[src/rtl/dragonfang_pkg.sv]
`default_nettype none
// ============================================================================
//  Module      : dragonfang_pkg
//  Description : Shared types for the vector conversion sequencer: conversion
//                kind, sequencer state encoding, decoded execution control
//                and group-extent helpers.
//  Revision    : 1.0 - initial release
// ============================================================================
package dragonfang_pkg;

  localparam int unsigned DF_VLEN            = 64;
  localparam int unsigned DF_VREG_ADDR_WIDTH = 5;

  // Decoded conversion control forwarded to the conversion unit.
  typedef struct packed {
    logic [3:0] funct;
    logic [1:0] sew;
    logic [2:0] rm;
    logic       is_signed;
  } execution_vector_t;

  typedef enum logic [1:0] {
    CVT_SINGLE = 2'd0,
    CVT_WIDEN  = 2'd1,
    CVT_NARROW = 2'd2
  } cvt_kind_t;

  typedef enum logic [2:0] {
    SEQ_IDLE       = 3'd0,
    SEQ_READ       = 3'd1,
    SEQ_CONVERT    = 3'd2,
    SEQ_WRITE      = 3'd3,
    SEQ_WRITE_HIGH = 3'd4,
    SEQ_DONE       = 3'd5
  } cvt_seq_state_t;

  // Register group size G = 1 << lmul (1, 2, 4 or 8).
  function automatic logic [4:0] group_size(input logic [1:0] lmul);
    return 5'd1 << lmul;
  endfunction

  // Number of source registers touched: narrowing consumes two per result.
  function automatic logic [4:0] src_extent(input cvt_kind_t kind, input logic [1:0] lmul);
    return (kind == CVT_NARROW) ? (group_size(lmul) << 1) : group_size(lmul);
  endfunction

  // Number of destination registers touched: widening produces two per source.
  function automatic logic [4:0] dst_extent(input cvt_kind_t kind, input logic [1:0] lmul);
    return (kind == CVT_WIDEN) ? (group_size(lmul) << 1) : group_size(lmul);
  endfunction

endpackage
`default_nettype wire

[src/rtl/vector_conversion_sequencer.sv]
`default_nettype none
// ============================================================================
//  Module      : vector_conversion_sequencer
//  Description : Steps one conversion instruction across its LMUL register
//                group: reads each source register, presents it to the shared
//                conversion unit and writes the results back to the VRF
//                (single-width, widening or narrowing).
//  Revision    : 1.0 - initial release
// ============================================================================
module vector_conversion_sequencer
  import dragonfang_pkg::*;
#(
  parameter int unsigned VLEN            = DF_VLEN,
  parameter int unsigned VREG_ADDR_WIDTH = DF_VREG_ADDR_WIDTH
) (
  input  logic                       clock,
  input  logic                       reset_n,
  input  logic                       issue_valid,
  output logic                       issue_ready,
  input  execution_vector_t          issue_vector,
  input  cvt_kind_t                  issue_kind,
  input  logic [1:0]                 issue_lmul,
  input  logic [VREG_ADDR_WIDTH-1:0] issue_vs2,
  input  logic [VREG_ADDR_WIDTH-1:0] issue_vd,
  output logic [VREG_ADDR_WIDTH-1:0] vrf_read_address,
  input  logic [VLEN-1:0]            vrf_read_data,
  output logic                       vrf_write_enable,
  output logic [VREG_ADDR_WIDTH-1:0] vrf_write_address,
  output logic [VLEN-1:0]            vrf_write_data,
  output execution_vector_t          cvt_execution_vector,
  output logic [VLEN-1:0]            cvt_vs2,
  input  logic [VLEN-1:0]            cvt_vd,
  input  logic [VLEN-1:0]            cvt_vd_high,
  output logic                       busy,
  output logic                       done,
  output logic                       error
);

  localparam int unsigned c_half = VLEN / 2;
  localparam int unsigned c_ext_width = VREG_ADDR_WIDTH + 2;
  localparam logic [c_ext_width-1:0] c_num_vregs = c_ext_width'(2 ** VREG_ADDR_WIDTH);

  cvt_seq_state_t               r_state;
  cvt_seq_state_t               w_state_next;

  execution_vector_t            r_vec;
  cvt_kind_t                    r_kind;
  logic [1:0]                   r_lmul;
  logic [VREG_ADDR_WIDTH-1:0]   r_vs2;
  logic [VREG_ADDR_WIDTH-1:0]   r_vd;
  logic [2:0]                   r_idx;
  logic                         r_half;
  logic                         r_err;
  logic [VLEN-1:0]              r_vs2_q;
  logic [c_half-1:0]            r_pack_q;

  logic                         w_accept;
  logic                         w_advance;
  logic                         w_range_err;
  logic                         w_last;
  logic                         w_narrow;
  logic                         w_widen;
  logic [c_ext_width-1:0]       w_src_end;
  logic [c_ext_width-1:0]       w_dst_end;
  logic [2:0]                   w_last_idx;
  logic [VREG_ADDR_WIDTH-1:0]   w_read_addr;
  logic [VREG_ADDR_WIDTH-1:0]   w_write_addr;
  logic [VREG_ADDR_WIDTH-1:0]   w_write_high_addr;

  // Group bounds of the offered instruction; either group running past the
  // last register makes the whole instruction fail without touching the VRF.
  assign w_src_end   = c_ext_width'(issue_vs2) + c_ext_width'(src_extent(issue_kind, issue_lmul));
  assign w_dst_end   = c_ext_width'(issue_vd)  + c_ext_width'(dst_extent(issue_kind, issue_lmul));
  assign w_range_err = (w_src_end > c_num_vregs) || (w_dst_end > c_num_vregs);

  assign w_narrow   = (r_kind == CVT_NARROW);
  assign w_widen    = (r_kind == CVT_WIDEN);
  assign w_last_idx = 3'(group_size(r_lmul) - 5'd1);
  assign w_last     = (r_idx == w_last_idx);

  // Narrowing walks the source group two registers per index: vs2 + 2i + h.
  assign w_read_addr = w_narrow ? (r_vs2 + VREG_ADDR_WIDTH'({r_idx, r_half}))
                                : (r_vs2 + VREG_ADDR_WIDTH'(r_idx));

  // Widening writes the low result to vd + 2i and the high one to vd + 2i + 1.
  assign w_write_addr      = w_widen ? (r_vd + VREG_ADDR_WIDTH'({r_idx, 1'b0}))
                                     : (r_vd + VREG_ADDR_WIDTH'(r_idx));
  assign w_write_high_addr = r_vd + VREG_ADDR_WIDTH'({r_idx, 1'b1});

  // The conversion unit always sees the most recently captured source register.
  assign cvt_vs2 = r_vs2_q;

  // State register.
  always_ff @(posedge clock or negedge reset_n) begin
    if (!reset_n) begin
      r_state <= SEQ_IDLE;
    end else begin
      r_state <= w_state_next;
    end
  end

  // Next-state decode and all control/VRF outputs derived from the current state.
  always_comb begin
    w_state_next         = r_state;
    w_accept             = 1'b0;
    w_advance            = 1'b0;
    issue_ready          = 1'b0;
    busy                 = 1'b0;
    done                 = 1'b0;
    error                = 1'b0;
    vrf_read_address     = '0;
    vrf_write_enable     = 1'b0;
    vrf_write_address    = '0;
    vrf_write_data       = '0;
    cvt_execution_vector = '0;

    case (r_state)
      SEQ_IDLE: begin
        issue_ready = 1'b1;
        if (issue_valid) begin
          w_accept     = 1'b1;
          w_state_next = w_range_err ? SEQ_DONE : SEQ_READ;
        end
      end

      SEQ_READ: begin
        busy                 = 1'b1;
        cvt_execution_vector = r_vec;
        vrf_read_address     = w_read_addr;
        w_state_next         = SEQ_CONVERT;
      end

      SEQ_CONVERT: begin
        busy                 = 1'b1;
        cvt_execution_vector = r_vec;
        // First half of a narrowing pair: fetch the partner register next.
        w_state_next         = (w_narrow && !r_half) ? SEQ_READ : SEQ_WRITE;
      end

      SEQ_WRITE: begin
        busy                 = 1'b1;
        cvt_execution_vector = r_vec;
        vrf_write_enable     = 1'b1;
        vrf_write_address    = w_write_addr;
        vrf_write_data       = w_narrow ? {cvt_vd[c_half-1:0], r_pack_q} : cvt_vd;
        if (w_widen) begin
          w_state_next = SEQ_WRITE_HIGH;
        end else if (w_last) begin
          w_state_next = SEQ_DONE;
        end else begin
          w_advance    = 1'b1;
          w_state_next = SEQ_READ;
        end
      end

      SEQ_WRITE_HIGH: begin
        busy                 = 1'b1;
        cvt_execution_vector = r_vec;
        vrf_write_enable     = 1'b1;
        vrf_write_address    = w_write_high_addr;
        vrf_write_data       = cvt_vd_high;
        if (w_last) begin
          w_state_next = SEQ_DONE;
        end else begin
          w_advance    = 1'b1;
          w_state_next = SEQ_READ;
        end
      end

      SEQ_DONE: begin
        done         = 1'b1;
        error        = r_err;
        w_state_next = SEQ_IDLE;
      end

      default: begin
        w_state_next = SEQ_IDLE;
      end
    endcase
  end

  // Instruction latches, loop index/half flag and the source/pack datapath.
  always_ff @(posedge clock or negedge reset_n) begin
    if (!reset_n) begin
      r_vec    <= '0;
      r_kind   <= CVT_SINGLE;
      r_lmul   <= 2'd0;
      r_vs2    <= '0;
      r_vd     <= '0;
      r_idx    <= 3'd0;
      r_half   <= 1'b0;
      r_err    <= 1'b0;
      r_vs2_q  <= '0;
      r_pack_q <= '0;
    end else begin
      if (w_accept) begin
        r_vec  <= issue_vector;
        r_kind <= issue_kind;
        r_lmul <= issue_lmul;
        r_vs2  <= issue_vs2;
        r_vd   <= issue_vd;
        r_idx  <= 3'd0;
        r_half <= 1'b0;
        r_err  <= w_range_err;
      end

      case (r_state)
        SEQ_READ: begin
          // vs2_q still holds the even source of the pair here, so the unit
          // output is its narrowed result; keep the low half for packing.
          if (w_narrow && r_half) begin
            r_pack_q <= cvt_vd[c_half-1:0];
          end
        end
        SEQ_CONVERT: begin
          r_vs2_q <= vrf_read_data;
          if (w_narrow && !r_half) begin
            r_half <= 1'b1;
          end
        end
        SEQ_WRITE, SEQ_WRITE_HIGH: begin
          if (w_advance) begin
            r_idx  <= r_idx + 3'd1;
            r_half <= 1'b0;
          end
        end
        default: ;
      endcase
    end
  end

endmodule
`default_nettype wire

[config.mk]
export PLATFORM = sky130hd
export DESIGN_NAME = vector_conversion_sequencer
export DESIGN_NICKNAME = d
export VERILOG_FILES = /design/src/rtl/dragonfang_pkg.sv /design/src/rtl/vector_conversion_sequencer.sv
export SDC_FILE = /design/constraint.sdc
export NUM_CORES = 1
export LEC_CHECK = 0
export CAP_MARGIN = 30
export CELL_PAD_IN_SITES_DETAIL_PLACEMENT = 0
export CELL_PAD_IN_SITES_GLOBAL_PLACEMENT = 1
export CORE_MARGIN = 4
export CORE_UTILIZATION = 30
export CTS_CLUSTER_DIAMETER = 40
export DETAILED_ROUTE_END_ITERATION = 6
export GPL_ROUTABILITY_DRIVEN = 0
export PLACE_DENSITY = 0.8
export SYNTH_ARGS = -nofsm -noshare
export SYNTH_HDL_FRONTEND = slang
export SYNTH_SLANG_ARGS = --single-unit
[constraint.sdc]
create_clock -name clock -period 6.7 [get_ports clock]
set_input_delay 1.34 -clock clock [delete_from_list [all_inputs] [get_ports clock]]
set_output_delay 1.34 -clock clock [all_outputs]
set_load 0.005 [all_outputs]
# Word-level counts from Yosys, hierarchy flattened
# Cells that the tools add are included.
[totals] ff_bits=128 in_bits=219 out_inout_bits=153 word_cells=78
[classes] addsub=9 n_lt_le_gt_ge=2 n_eq_ne=11 shifts=2 mux=32 reduce_logical=8
[op_table] cell="case mux 64 bit (2 select lines)" n=1
[op_table] cell="2-to-1 mux 64 bit" n=1
[op_table] cell="2-to-1 mux 5 bit" n=5
[op_table] cell="2-to-1 mux 3 bit" n=7
[op_table] cell="adder 5 x 4 -> 5 bit" n=3
[op_table] cell="case mux 3 bit (5 select lines)" n=1
[op_table] cell="adder 5 x 5 -> 6 bit" n=2
[op_table] cell="> comparator 6 bit (second input constant)" n=2
[op_table] cell="2-to-1 mux 1 bit" n=12
[op_table] cell="adder 5 x 3 -> 5 bit" n=2
[op_table] cell="2-to-1 mux 10 bit" n=1
[op_table] cell="case mux 5 bit (2 select lines)" n=1
[op_table] cell="equality test 3 x 2 -> 1 bit (second input constant)" n=2
[op_table] cell="equality test 3 bit (second input constant)" n=2
[op_table] cell="left shift 1 x 2 -> 5 bit (first input constant)" n=1
[op_table] cell="equality test 2 x 1 -> 1 bit (second input constant)" n=2
[op_table] cell="equality test 2 bit (second input constant)" n=2
[op_table] cell="case mux 1 bit (2 select lines)" n=2
[op_table] cell="OR reduction 4 bit" n=1
[op_table] cell="adder 3 x 1 -> 3 bit (second input constant)" n=1
[op_table] cell="equality test 3 x 1 -> 1 bit (second input constant)" n=1
[op_table] cell="equality test 3 bit" n=1
[op_table] cell="zero test 3 bit" n=1
[op_table] cell="left shift 1 x 2 -> 3 bit (first input constant)" n=1
[op_table] cell="other kinds (8)" n=9

# Longest topological paths before layout
# Gate-level depths: netlist (run 1).
[depth] word_depth=8 ltp_mapped=13 mapped_depth_nobuf=11

# Worst setup path after synthesis (run 1)
# OpenSTA, ideal clock, no wires.
[synth_path] path_kind="register -> output" start="reg r_kind[1]" end="out vrf_read_address[4]" t_arrival_ns=2.196 required_time_ns=5.360 path_slack_ns=3.164 path_stages_with_launch=14 n_path_buf=3 path_cell_list="dfrtp_1 nor2b_1 buf_2 buf_4 buf_4 o21ai_0 ha_1 inv_1 fa_1 inv_1 a21o_1 a21oi_1 xor2_1 nor2_1"
[synth_between] elab_chain_cells=3
[synth_rtl] element="from (decl)" line_no="vector_conversion_sequencer.sv:47" text="cvt_kind_t r_kind;"
[synth_rtl] element="from (signal assigned)" line_no="vector_conversion_sequencer.sv:198" text="r_kind <= issue_kind;"
[synth_rtl] element="equality test 2 bit" line_no="vector_conversion_sequencer.sv:76" text="assign w_narrow = (r_kind == CVT_NARROW);"
[synth_rtl] element="2-to-1 mux 5 bit" line_no="vector_conversion_sequencer.sv:82" text="assign w_read_addr = w_narrow ? (r_vs2 + VREG_ADDR_WIDTH'({r_idx, r_half}))"
[synth_rtl] element="2-to-1 mux 5 bit" line_no="vector_conversion_sequencer.sv:117" text="case (r_state)"
[synth_rtl] element="to (decl)" line_no="vector_conversion_sequencer.sv:25" text="output logic [VREG_ADDR_WIDTH-1:0] vrf_read_address,"
# No other way between the ends.

# Final worst setup path (run 1)
[layout_path] start="reg r_kind[0]" end="out vrf_write_data[46]"
[layout_between] elab_chain_cells=3
[layout_rtl] element="equality test 2 bit" line_no="vector_conversion_sequencer.sv:76"
[layout_rtl] element="2-to-1 mux 64 bit" line_no="vector_conversion_sequencer.sv:145" text="vrf_write_data = w_narrow ? {cvt_vd[c_half-1:0], r_pack_q} : cvt_vd;"
[layout_rtl] element="case mux 64 bit (2 select lines)" line_no="vector_conversion_sequencer.sv:117"
[layout_rtl] element="to (decl)" line_no="vector_conversion_sequencer.sv:29" text="output logic [VLEN-1:0] vrf_write_data,"
# No other way between the ends.

==> metrics.md, run 1 <==
| Metric | Value |
|---|---|
| Routed Antenna Nets | 0 |
| Post-Synthesis Cells | between 700 and 800 |
| Port bufs | around 370 |
| Worst Clk Skew | between 0.015 and 0.02 ns |
| Core area | between 20,000 and 25,000 um^2 |
| Synth area leader | dfrtp_1 |
| Worst-margin pin slew | between 0.9 and 1 ns |
| Layout area overhead | 61.16% |
| TritonCTS Sinks | roughly 130 |
| Crit Path Class | flop to output pin |
| Cell Pwr Density | between 300 and 400 nW/um^2 |
| R2R Setup Slk | 4.17 ns |
| DP HPWL | 19.94 mm |
| CP Capture Type | output pin |
| Starting density of the core | 0.3048 |
| Die Wd | about 160 um |
| Finished Core Util | 0.4912 |
| Drt pass-1 iters | 6 |
| Met3 wire len | ~2.6 mm |
| Worst Reg-to-Reg Cells | 5 |
| Post-synthesis cell type count | 51 |
| Global-route wire length before repair | 38.52 mm |
| Post-Syn Area per Cell | 10.32 um^2 |
| CP arrival | about 3.4 ns |
| Clock-pin slew on the worst setup and hold paths | around 0.07 ns |
| Top-area cell type share of the netlist area | 0.4334 |
| I/O pin cnt | 372 |
| Hold path cells | 2 |
| Crit share post-route | 0.7002 |
| Post-Route WL | roughly 26 mm |
| CP dominant cell by count | buf_4 |
| Synth area leaders | dfrtp_1 (43%), mux2i_1 (8.9%), mux2_2 (8.2%) |
| Status | complete, no violations |
| Setup_tns | 0 ns |
| CP required | 5.36 ns |
| Layout cell share with drive strength beyond 1 | 0.09898 |
| CP max stage delay | 0.65 ns |
| Clock latency at the later pin of the worst-skew pair | 0.42 ns |
| Lkg Pwr | 4.994 nW |
| # diodes | 0 |
| Number of flops mapped to enable cells by yosys | 0 |
| Die area | between 20,000 and 30,000 um^2 |
| Post-CTS setup repair buffer count | 0 |
| Crit-path slowest cell | buf_4 |
| Die Height | around 160 um |
| Peak supply drop | 0.2263 mV |
| Final net count | approximately 1,300 |
| Antenna violations before repair | 0 |
| Top_reg_cell synth | dfrtp_1 |
| Slew HR | 0.3585 |
| TritonCTS Buffers | 17 |
| Post-route minimum period | ~4.7 ns |
| GRT Residual Overflow | 0 |
| First DRT Iteration DRCs | around 310 |
| Post-cts resize count | 0 |
| Vias per cell | ~4.7 |
| Max Freq | 0.2131 GHz |
| Fill count | around 2,200 |
| Post-route DRC violation count | 0 |
| Crit path max fanout | 41 |
| CTS root buf | clkbuf_16 |
| Site Rows | 57 |
| M1 wire length | 10.91 mm |
| Post-synth ARST share | 1.000 |
| Average wire per standard cell | ~19 um |
| Synth cell count leaders | nand2_1 (146), dfrtp_1 (128), o21ai_0 (69) |
| GRT Util Overall | 0.1839 |
| Max Cap Viol | 0 |
| Hold-fix buffers, CTS | 0 |
| Sequential share of the synthesized area | 0.4334 |
| Top-count cell post-synth | nand2_1 |
| Final hold violations | 0 |
| Crit-path cells | nor2b_4 -> buf_4 -> buf_4 -> mux2i_1 -> o21ai_0 -> clkdlybuf4s50_1 |
| Final setup viols | 0 |
| Worst hold path class | flop to flop |
| Slew Viols, Final | 0 |
| WL met2 | 12.42 mm |
| YS warnings | 0 |
| Vias in the first global route | roughly 6,600 |
| Net Count, Synth | just under 1,000 |
| Via count | 6,590 |
| FF+latch count, synth | 128 |
| Highest metal used | met4 |
| Clk buf depth | 2 |
| RSZ-0062 raised after global routing | false |
| Worst setup SP type | flop |
| Mapped Area | approximately 7400 um^2 |
| CTS tree | done |
| Largest net degree at the start of global routing | between 60 and 70 |
| H-Tree Depth | 4 |
## area by class of cell
type                    instances  area, um^2  area share
well taps                     324       405.4     0.03403
flip-flops and latches        128        3203      0.2689
multi-input cells             535        3921      0.3292
clock buffers                  17       425.4     0.03571
repair buffers                379        3787      0.3180
clock inverters                15       142.6     0.01197
inverters                       7       26.28    0.002206
## flip-flops by register name, summed over array words and instances, names as in the netlist
signal,count
r_vd,5
cvt_vs2,64
r_half,1
r_kind,2
r_idx,3
r_state,3
r_pack_q,32
r_err,1
r_vec,10
r_vs2,5
r_lmul,2
## final timing paths
check                                           endpoint                    from
worst max-delay path                  vrf_write_data[46]   r_kind[0]$_DFFE_PN0P_
worst min-delay path                r_vec[0]$_DFFE_PN0P_    r_vec[0]$_DFFE_PN0P_
worst max register to register          r_half$_DFF_PN0_  r_state[2]$_DFFE_PN0P_
worst min register to register      r_vec[0]$_DFFE_PN0P_    r_vec[0]$_DFFE_PN0P_
max in group asynchronous       r_pack_q[17]$_DFFE_PN0P_                 reset_n
min in group asynchronous       r_pack_q[12]$_DFFE_PN0P_                 reset_n
## cells in the final DEF (no fill, tap or decap), types with 9 or more instances in the layout
cell / n
a21oi_1: 13
and2_1: 14
clkbuf_16: 17
clkdlybuf4s50_1: 370
dfrtp_1: 128
ha_1: 21
mux2_1: 44
mux2_2: 54
mux2i_1: 66
nand2_1: 146
nor2_1: 17
o21ai_0: 69
xor2_1: 9
## routing by layer
metal | up-vias | track usage
met2 | 253 | 0.3041
met1 | 3136 | 0.2261
met3 | 14 | 0.07412
met4 | 0 | 0.04083
li1 | 3187 | -
met5 | - | 0
## critical path, delay by kind of cell, from the launching register on
family / cells / cell delay (ns)
flops: 1 / 0.43
compound gates: 1 / 0.47
mux: 1 / 0.15
simple gates: 1 / 0.19
buf+inv: 3 / 1.66
## cells by family after synthesis
group / count (synthesis) / share of synthesized area
AO/OA/AOI/OAI: 113 / 0.08820
XOR/XNOR: 14 / 0.01659
adder cells (fa/ha/maj): 27 / 0.05180
buffers and inverters: 53 / 0.03843
flip-flops: 128 / 0.4334
multiplexers: 164 / 0.2387
AND/OR/NAND/NOR: 217 / 0.1329
## power by group
group | switching [mW] | internal (mW)
Sequential | 0.223 | 1.12
Combinational | 1.05 | 1.46
Clock | 0.408 | 0.491
## metrics by stage
stage | worst slack, ns | std cells | hold slack, ns | power [mW] | cell area [um^2]
after global routing | 1.758 | 1405 | 0.4896 | 5.114 | 11910
after floorplan | 3.164 | 716 | 0.4374 | 2.593 | 7391
after global placement | 2.322 | 1372 | 0.4496 | 3.882 | 11320
final | 2.008 | 1405 | 0.4639 | 4.759 | 11910
after detailed placement | 2.345 | 1373 | 0.4543 | 3.913 | 11340
after CTS | 1.910 | 1405 | 0.4701 | 4.842 | 11910
No activity file was read; power rests on OpenSTA's default activity.
==> run 2, diff against run 1 <==
--- a/config.mk
+++ b/config.mk
@@ -9,11 +9,11 @@
 export CELL_PAD_IN_SITES_DETAIL_PLACEMENT = 0
 export CELL_PAD_IN_SITES_GLOBAL_PLACEMENT = 1
 export CORE_MARGIN = 4
-export CORE_UTILIZATION = 30
+export CORE_UTILIZATION = 27
 export CTS_CLUSTER_DIAMETER = 40
 export DETAILED_ROUTE_END_ITERATION = 6
 export GPL_ROUTABILITY_DRIVEN = 0
-export PLACE_DENSITY = 0.8
+export PLACE_DENSITY = 0.76
 export SYNTH_ARGS = -nofsm -noshare
 export SYNTH_HDL_FRONTEND = slang
 export SYNTH_SLANG_ARGS = --single-unit
==> constraint.sdc (replaced) <==
create_clock -name clock -period 3.9 [get_ports clock]
set_input_delay 0.78 -clock clock [delete_from_list [all_inputs] [get_ports clock]]
set_output_delay 0.78 -clock clock [all_outputs]
set_load 0.005 [all_outputs]
==> metrics.md, run 2 (synthesis results as in run 1) <==
| Metric | Value |
|---|---|
| Status | complete, no violations |
| CP Capture Type | output pin |
| Final setup margin | roughly 0.23 ns |
| Port bufs | roughly 370 |
| Min Hold Slack | around 0.44 ns |
| Post-route DRC violation count | 0 |
| First DRT Iteration DRCs | approximately 300 |
| Crit path max fanout | 37 |
| Routed Antenna Nets | 0 |
| Multi-input gate area | about 3900 um^2 |
| Global-route wire length before repair | 41.48 mm |
| Worst Reg-to-Reg Cells | 4 |
| CP required | between 3 and 4 ns |
| RSZ-0062 raised after global routing | false |
| Placed Cells | ~1,400 |
| Peak supply drop | roughly 0.36 mV |
| Via count | roughly 6,600 |
| Slew HR | 0.4144 |
| Most common cell after layout, fill and taps aside | clkdlybuf4s50_1 |
| Register area | about 3200 um^2 |
| Vias in the first global route | approximately 7,000 |
| Max Cap Viol | 0 |
| CP max stage delay | 0.57 ns |
| Pre-CTS WS | 0.4498 ns |
| Site Rows | 60 |
| Drt pass-1 iters | 6 |
| Worst setup SP type | flop |
| R2r endpoint | r_pack_q[22]$_DFFE_PN0P_ |
| Crit-path slowest cell | clkdlybuf4s50_1 |
| Worst Clk Skew | roughly 0.016 ns |
| Critical path's top delay family | buffers and inverters |
| Final setup viols | 0 |
| Worst-margin pin slew | approximately 0.88 ns |
| Crit share post-route | 0.9406 |
| Layout area overhead | 62.81% |
| CP arrival | around 2.9 ns |
| TritonCTS Buffers | 17 |
| Clk buf depth | 2 |
| Worst setup path startpoint | r_kind[0]$_DFFE_PN0P_ |
| CTS root buf | clkbuf_16 |
| Die Height | 173.5 um |
| Max Freq | between 0.2 and 0.3 GHz |
| Non-Filler Instances | 1,426 |
| WP depth | 6 |
| Layout cell share with drive strength beyond 1 | 0.1032 |
| Fill count | 2,601 |
| Average wire per standard cell | roughly 19 um |
| Clock latency at the later pin of the worst-skew pair | 0.42 ns |
| Post-Route WL | 26.41 mm |
| Cell Pwr Density | around 690 nW/um^2 |
| Post-route minimum period | about 3.7 ns |
| Die Wd | 173.5 um |
| Lkg Pwr | 5.063 nW |
| Starting density of the core | 0.2742 |
| Final hold violations | 0 |
| GRT Util Overall | 0.1739 |
| Antenna violations before repair | 0 |
| Clock-pin slew on the worst setup and hold paths | ~0.080 ns |
| Max FFs per register | 64 |
| H-Tree Depth | 4 |
| Commonest non-fill, non-tap cells in the layout | clkdlybuf4s50_1 (369), nand2_1 (146), dfrtp_1 (128) |
| Core area | between 20,000 and 30,000 um^2 |
| Vias per cell | 4.618 |
| Finished Core Util | 0.4465 |
| CTS tree | done |
| I/O pin cnt | 372 |
| Crit Path Class | flop to output pin |
| GRT Residual Overflow | 0 |
| TritonCTS Sinks | between 100 and 150 |
| Slew Viols, Final | 0 |
| Buf/Inv on CP | 3 |
| Worst hold path class | primary input to asynchronous set/reset pin |
| Setup_tns | 0 ns |
| R2R Setup Slk | 1.38 ns |
| # diodes | 0 |
| Final net count | between 1,000 and 1,500 |
| DP HPWL | 19.97 mm |
| Largest net degree at the start of global routing | 91 |
| Crit-path cells | nor2b_4 -> buf_4 -> buf_6 -> mux2i_1 -> o21ai_0 -> clkdlybuf4s50_1 |
| Die area | 30,080 um^2 |
| Reg2reg start | r_state[0]$_DFFE_PN0P_ |
## run 2: area by class of cell
class | count | share of cell area
well taps | 341 | 0.03546
clock buffers | 17 | 0.03535
inverters | 7 | 0.002184
repair buffers | 383 | 0.3198
multi-input cells | 535 | 0.3261
clock inverters | 15 | 0.01487
flip-flops and latches | 128 | 0.2662
## run 2: what timing repair did
| action | in CTS | in global routing |
|---|---|---|
| resized for setup | 1 | 2 |
| hold buffers | 0 | 0 |
| endpoints found under the hold margin | 0 | 0 |
| setup endpoints to repair | 2 | 3 |
| setup buffers | 0 | 1 |
## run 2: per-stage QoR
stage | total power, mW | cell area [um^2]
2_1_floorplan | 4.455 | 7391
3_3_place_gp | 6.708 | 11410
3_5_place_dp | 6.760 | 11410
4_1_cts | 8.448 | 12020
5_1_grt | 8.939 | 12030
6_report | 8.306 | 12030
## run 2: worst max-delay path by stage
stage	endpoint
final	vrf_write_data[63]
after floorplan	vrf_read_address[4]
after global placement	vrf_write_data[42]
after detailed placement	vrf_write_data[44]
after CTS	vrf_read_address[4]
after global routing	vrf_write_data[47]
## run 2: layer usage
metal | vias up | global-route usage | wire length [um]
met2 | 261 | 0.2732 | 11910
met1 | 3109 | 0.2296 | 12090
li1 | 3198 | - | -
met4 | 0 | 0.03858 | 340
met5 | - | 0 | 0
met3 | 17 | 0.06478 | 2070
## run 2: power by group
part | internal, mW | switching, mW | total (mW)
combinational | 2.55 | 1.82 | 4.37
clock | 0.874 | 0.745 | 1.62
sequential | 1.93 | 0.380 | 2.31
==> run 3, diff against run 2 <==
--- a/config.mk
+++ b/config.mk
@@ -5,7 +5,7 @@
 export SDC_FILE = /design/constraint.sdc
 export NUM_CORES = 1
 export LEC_CHECK = 0
-export CAP_MARGIN = 30
+export CAP_MARGIN = 10
 export CELL_PAD_IN_SITES_DETAIL_PLACEMENT = 0
 export CELL_PAD_IN_SITES_GLOBAL_PLACEMENT = 1
 export CORE_MARGIN = 4
==> results of run 3 <==
The final DEF is identical to that of run 2; final timing and power are the same.
